--- config.mk ---
export PLATFORM = sky130hd
export DESIGN_NAME = reg_file
export DESIGN_NICKNAME = d
export VERILOG_FILES = /design/src/rtl/reg_file.sv
export SDC_FILE = /design/constraint.sdc
export NUM_CORES = 2
export LEC_CHECK = 0
export CORE_ASPECT_RATIO = 0.6
export CORE_MARGIN = 2
export CORE_UTILIZATION = 63
export DETAILED_ROUTE_END_ITERATION = 8
export PLACE_DENSITY = 0.92
export SLEW_MARGIN = 20
export SYNTH_ARGS = -nofsm -noshare
export SYNTH_HDL_FRONTEND = slang
export SYNTH_SLANG_ARGS = --single-unit
--- constraint.sdc ---
create_clock -name clk -period 54 [get_ports clk]
set_clock_uncertainty 0.15 [all_clocks]
set_input_delay 16.2 -clock clk [delete_from_list [all_inputs] [get_ports clk]]
set_output_delay 16.2 -clock clk [all_outputs]
set_load 0.01 [all_outputs]
--- src/rtl/reg_file.sv ---
// General-purpose register file: two combinational read ports, one synchronous write port,
// a debug read port, and register 0 hardwired to zero. Define REGFILE_BYPASS_EN for write-through reads.
module reg_file #(
  parameter int DATA_W = 32,
  parameter int ADDR_W = 5
) (
  input  logic              clk,
  input  logic              rst,
  input  logic              we,
  input  logic [ADDR_W-1:0] wa,
  input  logic [DATA_W-1:0] wd,
  input  logic [ADDR_W-1:0] ra1,
  input  logic [ADDR_W-1:0] ra2,
  output logic [DATA_W-1:0] rd1,
  output logic [DATA_W-1:0] rd2,
  input  logic [ADDR_W-1:0] dbg_addr,
  output logic [DATA_W-1:0] dbg_data
);

  localparam int DEPTH = 1 << ADDR_W;
  localparam int NPORT = 3;

  logic [DATA_W-1:0] regs_q [DEPTH];
  logic [DATA_W-1:0] regs_d [DEPTH];

  logic              wr_valid;
  logic [ADDR_W-1:0] rd_addr [NPORT];
  logic [DATA_W-1:0] rd_data [NPORT];

  // A write to entry 0 is never a valid write, so it can neither land nor bypass.
  assign wr_valid = we && !rst && (wa != '0);

  always_comb begin
    for (int i = 0; i < DEPTH; i++) begin
      regs_d[i] = regs_q[i];
    end
    if (wr_valid) begin
      regs_d[wa] = wd;
    end
    regs_d[0] = '0;
  end

  always_ff @(posedge clk or posedge rst) begin
    if (rst) begin
      for (int i = 0; i < DEPTH; i++) begin
        regs_q[i] <= '0;
      end
    end else begin
      for (int i = 0; i < DEPTH; i++) begin
        regs_q[i] <= regs_d[i];
      end
    end
  end

  assign rd_addr[0] = ra1;
  assign rd_addr[1] = ra2;
  assign rd_addr[2] = dbg_addr;

  generate
    for (genvar gi = 0; gi < NPORT; gi++) begin : g_rd_port
      always_comb begin
        rd_data[gi] = regs_q[rd_addr[gi]];
`ifdef REGFILE_BYPASS_EN
        if (wr_valid && (wa == rd_addr[gi])) begin
          rd_data[gi] = wd;
        end
`endif
      end
    end
  endgenerate

  assign rd1      = rd_data[0];
  assign rd2      = rd_data[1];
  assign dbg_data = rd_data[2];

endmodule
==> impl_results.md <==
- Status: completed
- Core area: 0.0962 mm²
- First-pass iteration count of the detailed router: 8
- Crit Path Max Fanout: 105
- Final Util: 0.687
- Syn Area/Cell: 14.3 µm²
- Mapped Area: 0.0612 mm²
- Maximum vdd drop: 0.0000296 V
- Int Pwr: 1480 µW
- Clock Path Buffers: 3
- Proportion of synthesized chip area in sequential cells: 0.405
- Filler cells: 6065
- Worst path depth: 9
- Critical path class: in2out
- Max_slew headroom: 0.153
- Pwr Density: 31.9 mW/mm²
- DR vias/cell: 8.40
- Post-route ant nets: 0
- Register Area: 0.0248 mm²
- Seq cells post-synth: 992
- Hold Violations, Final: 0
- Tcrit/Tclk final: 0.696
- Clock power frac: 0.322
- GRT busiest layer: met2
- DR WL/cell: 38.8 µm
- Multi-input gate area: 0.0344 mm²
- Vias post-DR: 46300
- Reg clk slew, reported paths: 0.06 ns
- Crit-path most repeated cell: buf_12
- Worst Path Required: 37.65 ns
- Synth Instances: 4288
- M2 GR Usage: 0.577
- Hold path cells: 1
- Largest net degree at the start of global routing: 189
- Max Slew Vio Count: 0
- Clk sinks: 992
- Area of the die: 0.0998 mm²
- Initial DRC Count: 9010
- Routability cong.: 0.885
- Largest regs: regs_q: 992 flops
- Initial antenna violation count: 20
- Comb pwr share: 0.228
- CP bufs+invs: 5
- Num CTS Buffers: 89
- Setup Buffers After CTS: 0
- DRC: 0
- Width of the die: 406 µm
- IO Count: 151
- Pwr Total: 2110 µW
- IO Port Bufs: 150
- Largest register FFs: 992
- Vias in the first global route: 46600
- # H-tree levels: 3
- Psw: 631 µW
- Distinct cells, synth: 25
- Worst Max-Slew Pin Slew: 1.27 ns
- Total gr overflow: 0
- M3 GR Usage: 0.226
- WP data arrival: 21.22 ns
- Max-Cap Viols: 0
- Crit end category: output port
- Crit path largest cell delay: 0.91 ns
- Post-Syn Nets: 4343
- Area Growth Syn to Fin: 8.05%
- DP Worst Slack: 16.77 ns
- Starting Density: 0.636
- Flop pwr share: 0.450
- CTS tree: yes
- CP Cell Sequence: buf_8 > buf_12 > buf_4 > buf_12 > mux4_2 > mux2i_1 > and2_1 > o31ai_1 > clkdlybuf4s50_1
- Cts hold-fix bufs: 0
- Top delay family on crit path: buffers and inverters
- Synth Warn #: 0
- Leakage: 0.0286 µW
- Worst-Skew Late Latency: 0.72 ns
- Hpwl dp: 116000 µm
- CTS Root Cell: clkbuf_16
- R2R depth: 1
- RSZ-0062 raised after global routing: false
- CP max stage cell: o31ai_1
- Post-layout worst setup margin: 16.43 ns
- Routed wire length: 214000 µm
- Post-CTS sizing: 0
- Endpoints failing setup: 0
- Nets: 4178
- Fmax: 0.0266 GHz
- Site row count: 88
- Final worst path period need: 37.57 ns
- Met1 Track Usage GR: 0.534
- Die H: 245 µm
- Top reg by flops: regs_q
- Layout cells sized above 1: 0.473
- Sw Share: 0.298
- Worst Hold Class: reg2reg
- Setup crit start kind: input pin
- First-pass GRT wire length: 311000 µm
- Fin Setup TNS: 0 ns
- All-layer global routing usage: 0.428
## layer usage
layer	routed length, µm	part of all wire
met5	93	0.00043
met2	87900	0.41
met1	69400	0.32
met3	39600	0.18
met4	17200	0.080
## cells in the mapped netlist
library cell	instances	area (µm²)
mux2_2	1088	12300
dfrtp_1	992	24800
mux4_2	576	13000
a22o_1	288	2520
mux2i_1	288	2880
clkbuf_1	268	1010
buf_2	128	641
and2_1	101	632
a211oi_1	96	721
o21ai_1	96	480
o22ai_1	96	601
o31ai_1	96	721
buf_1	56	210
buf_4	34	255
nor2_1	21	78.8
nand2_1	20	75.1
buf_6	15	169
nor2b_1	9	56.3
inv_1	5	18.8
nand2b_1	4	25.0
nand3b_1	4	30.0
nor3b_1	4	30.0
nand3_1	1	5.00
nor3_1	1	5.00
or2_2	1	6.26
## final cells by class
type,count,area share
timing repair buffer,245,0.0341
clock buffer,130,0.0400
tap,1305,0.0247
sequential,992,0.375
clock inverter,27,0.00532
inverter,5,0.000397
multi-input combinational,2790,0.519
antenna,20,0.000757
## power by group through the flow
stage | clock network [µW] | registers [µW] | logic [µW]
after CTS | 676 | 941 | 467
after detailed placement | 0 | 951 | 461
after global routing | 707 | 959 | 498
final | 680 | 952 | 481
after floorplan | 0 | 918 | 350
after global placement | 0 | 937 | 444
## placed cells by master, fill, tap and decap left out, types with 2 or more instances in the layout
master	instances
a211oi_1	96
a22o_1	288
and2_1	98
and2_2	3
buf_12	6
buf_2	13
buf_4	96
buf_8	6
bufinv_16	8
clkbuf_1	19
clkbuf_16	93
clkbuf_8	18
clkdlybuf4s50_1	122
clkinv_2	14
clkinvlp_4	2
dfrtp_1	992
diode_2	20
inv_2	3
inv_6	3
mux2_2	1088
mux2i_1	288
mux4_2	576
nand2_1	2
nand2_2	18
nand2b_2	3
nand3b_1	4
nor2_1	2
nor2_4	19
nor2b_4	9
nor3b_1	4
o21ai_1	96
o22ai_1	96
o31ai_1	96
## per-stage QoR
stage	std cells	cell area, µm²	hold slack [ns]
after global routing	5506	66100	0.416
after global placement	5336	63100	0.370
after floorplan	4288	61200	0.357
after CTS	5493	66100	0.400
after detailed placement	5336	63100	0.384
final	5514	66100	0.400
## cell families after synthesis
family          Yosys count  synth area share
compound gates          672            0.0824
mux                    1952             0.459
simple gates            166            0.0154
flops                   992             0.405
buf+inv                 506            0.0376
## worst paths after layout
kind	to	startpoint	slack [ns]
max in group asynchronous	regs_q[697]$_DFFE_PP0P_	rst	34.78
worst min register to register	regs_q[293]$_DFFE_PP0P_	regs_q[293]$_DFFE_PP0P_	0.40
worst min-delay path	regs_q[293]$_DFFE_PP0P_	regs_q[293]$_DFFE_PP0P_	0.40
worst max-delay path	rd1[24]	ra1[0]	16.43
worst max register to register	regs_q[861]$_DFFE_PP0P_	regs_q[861]$_DFFE_PP0P_	52.97
min in group asynchronous	regs_q[575]$_DFFE_PP0P_	rst	15.89
No activity file was read; power rests on OpenSTA's default activity.
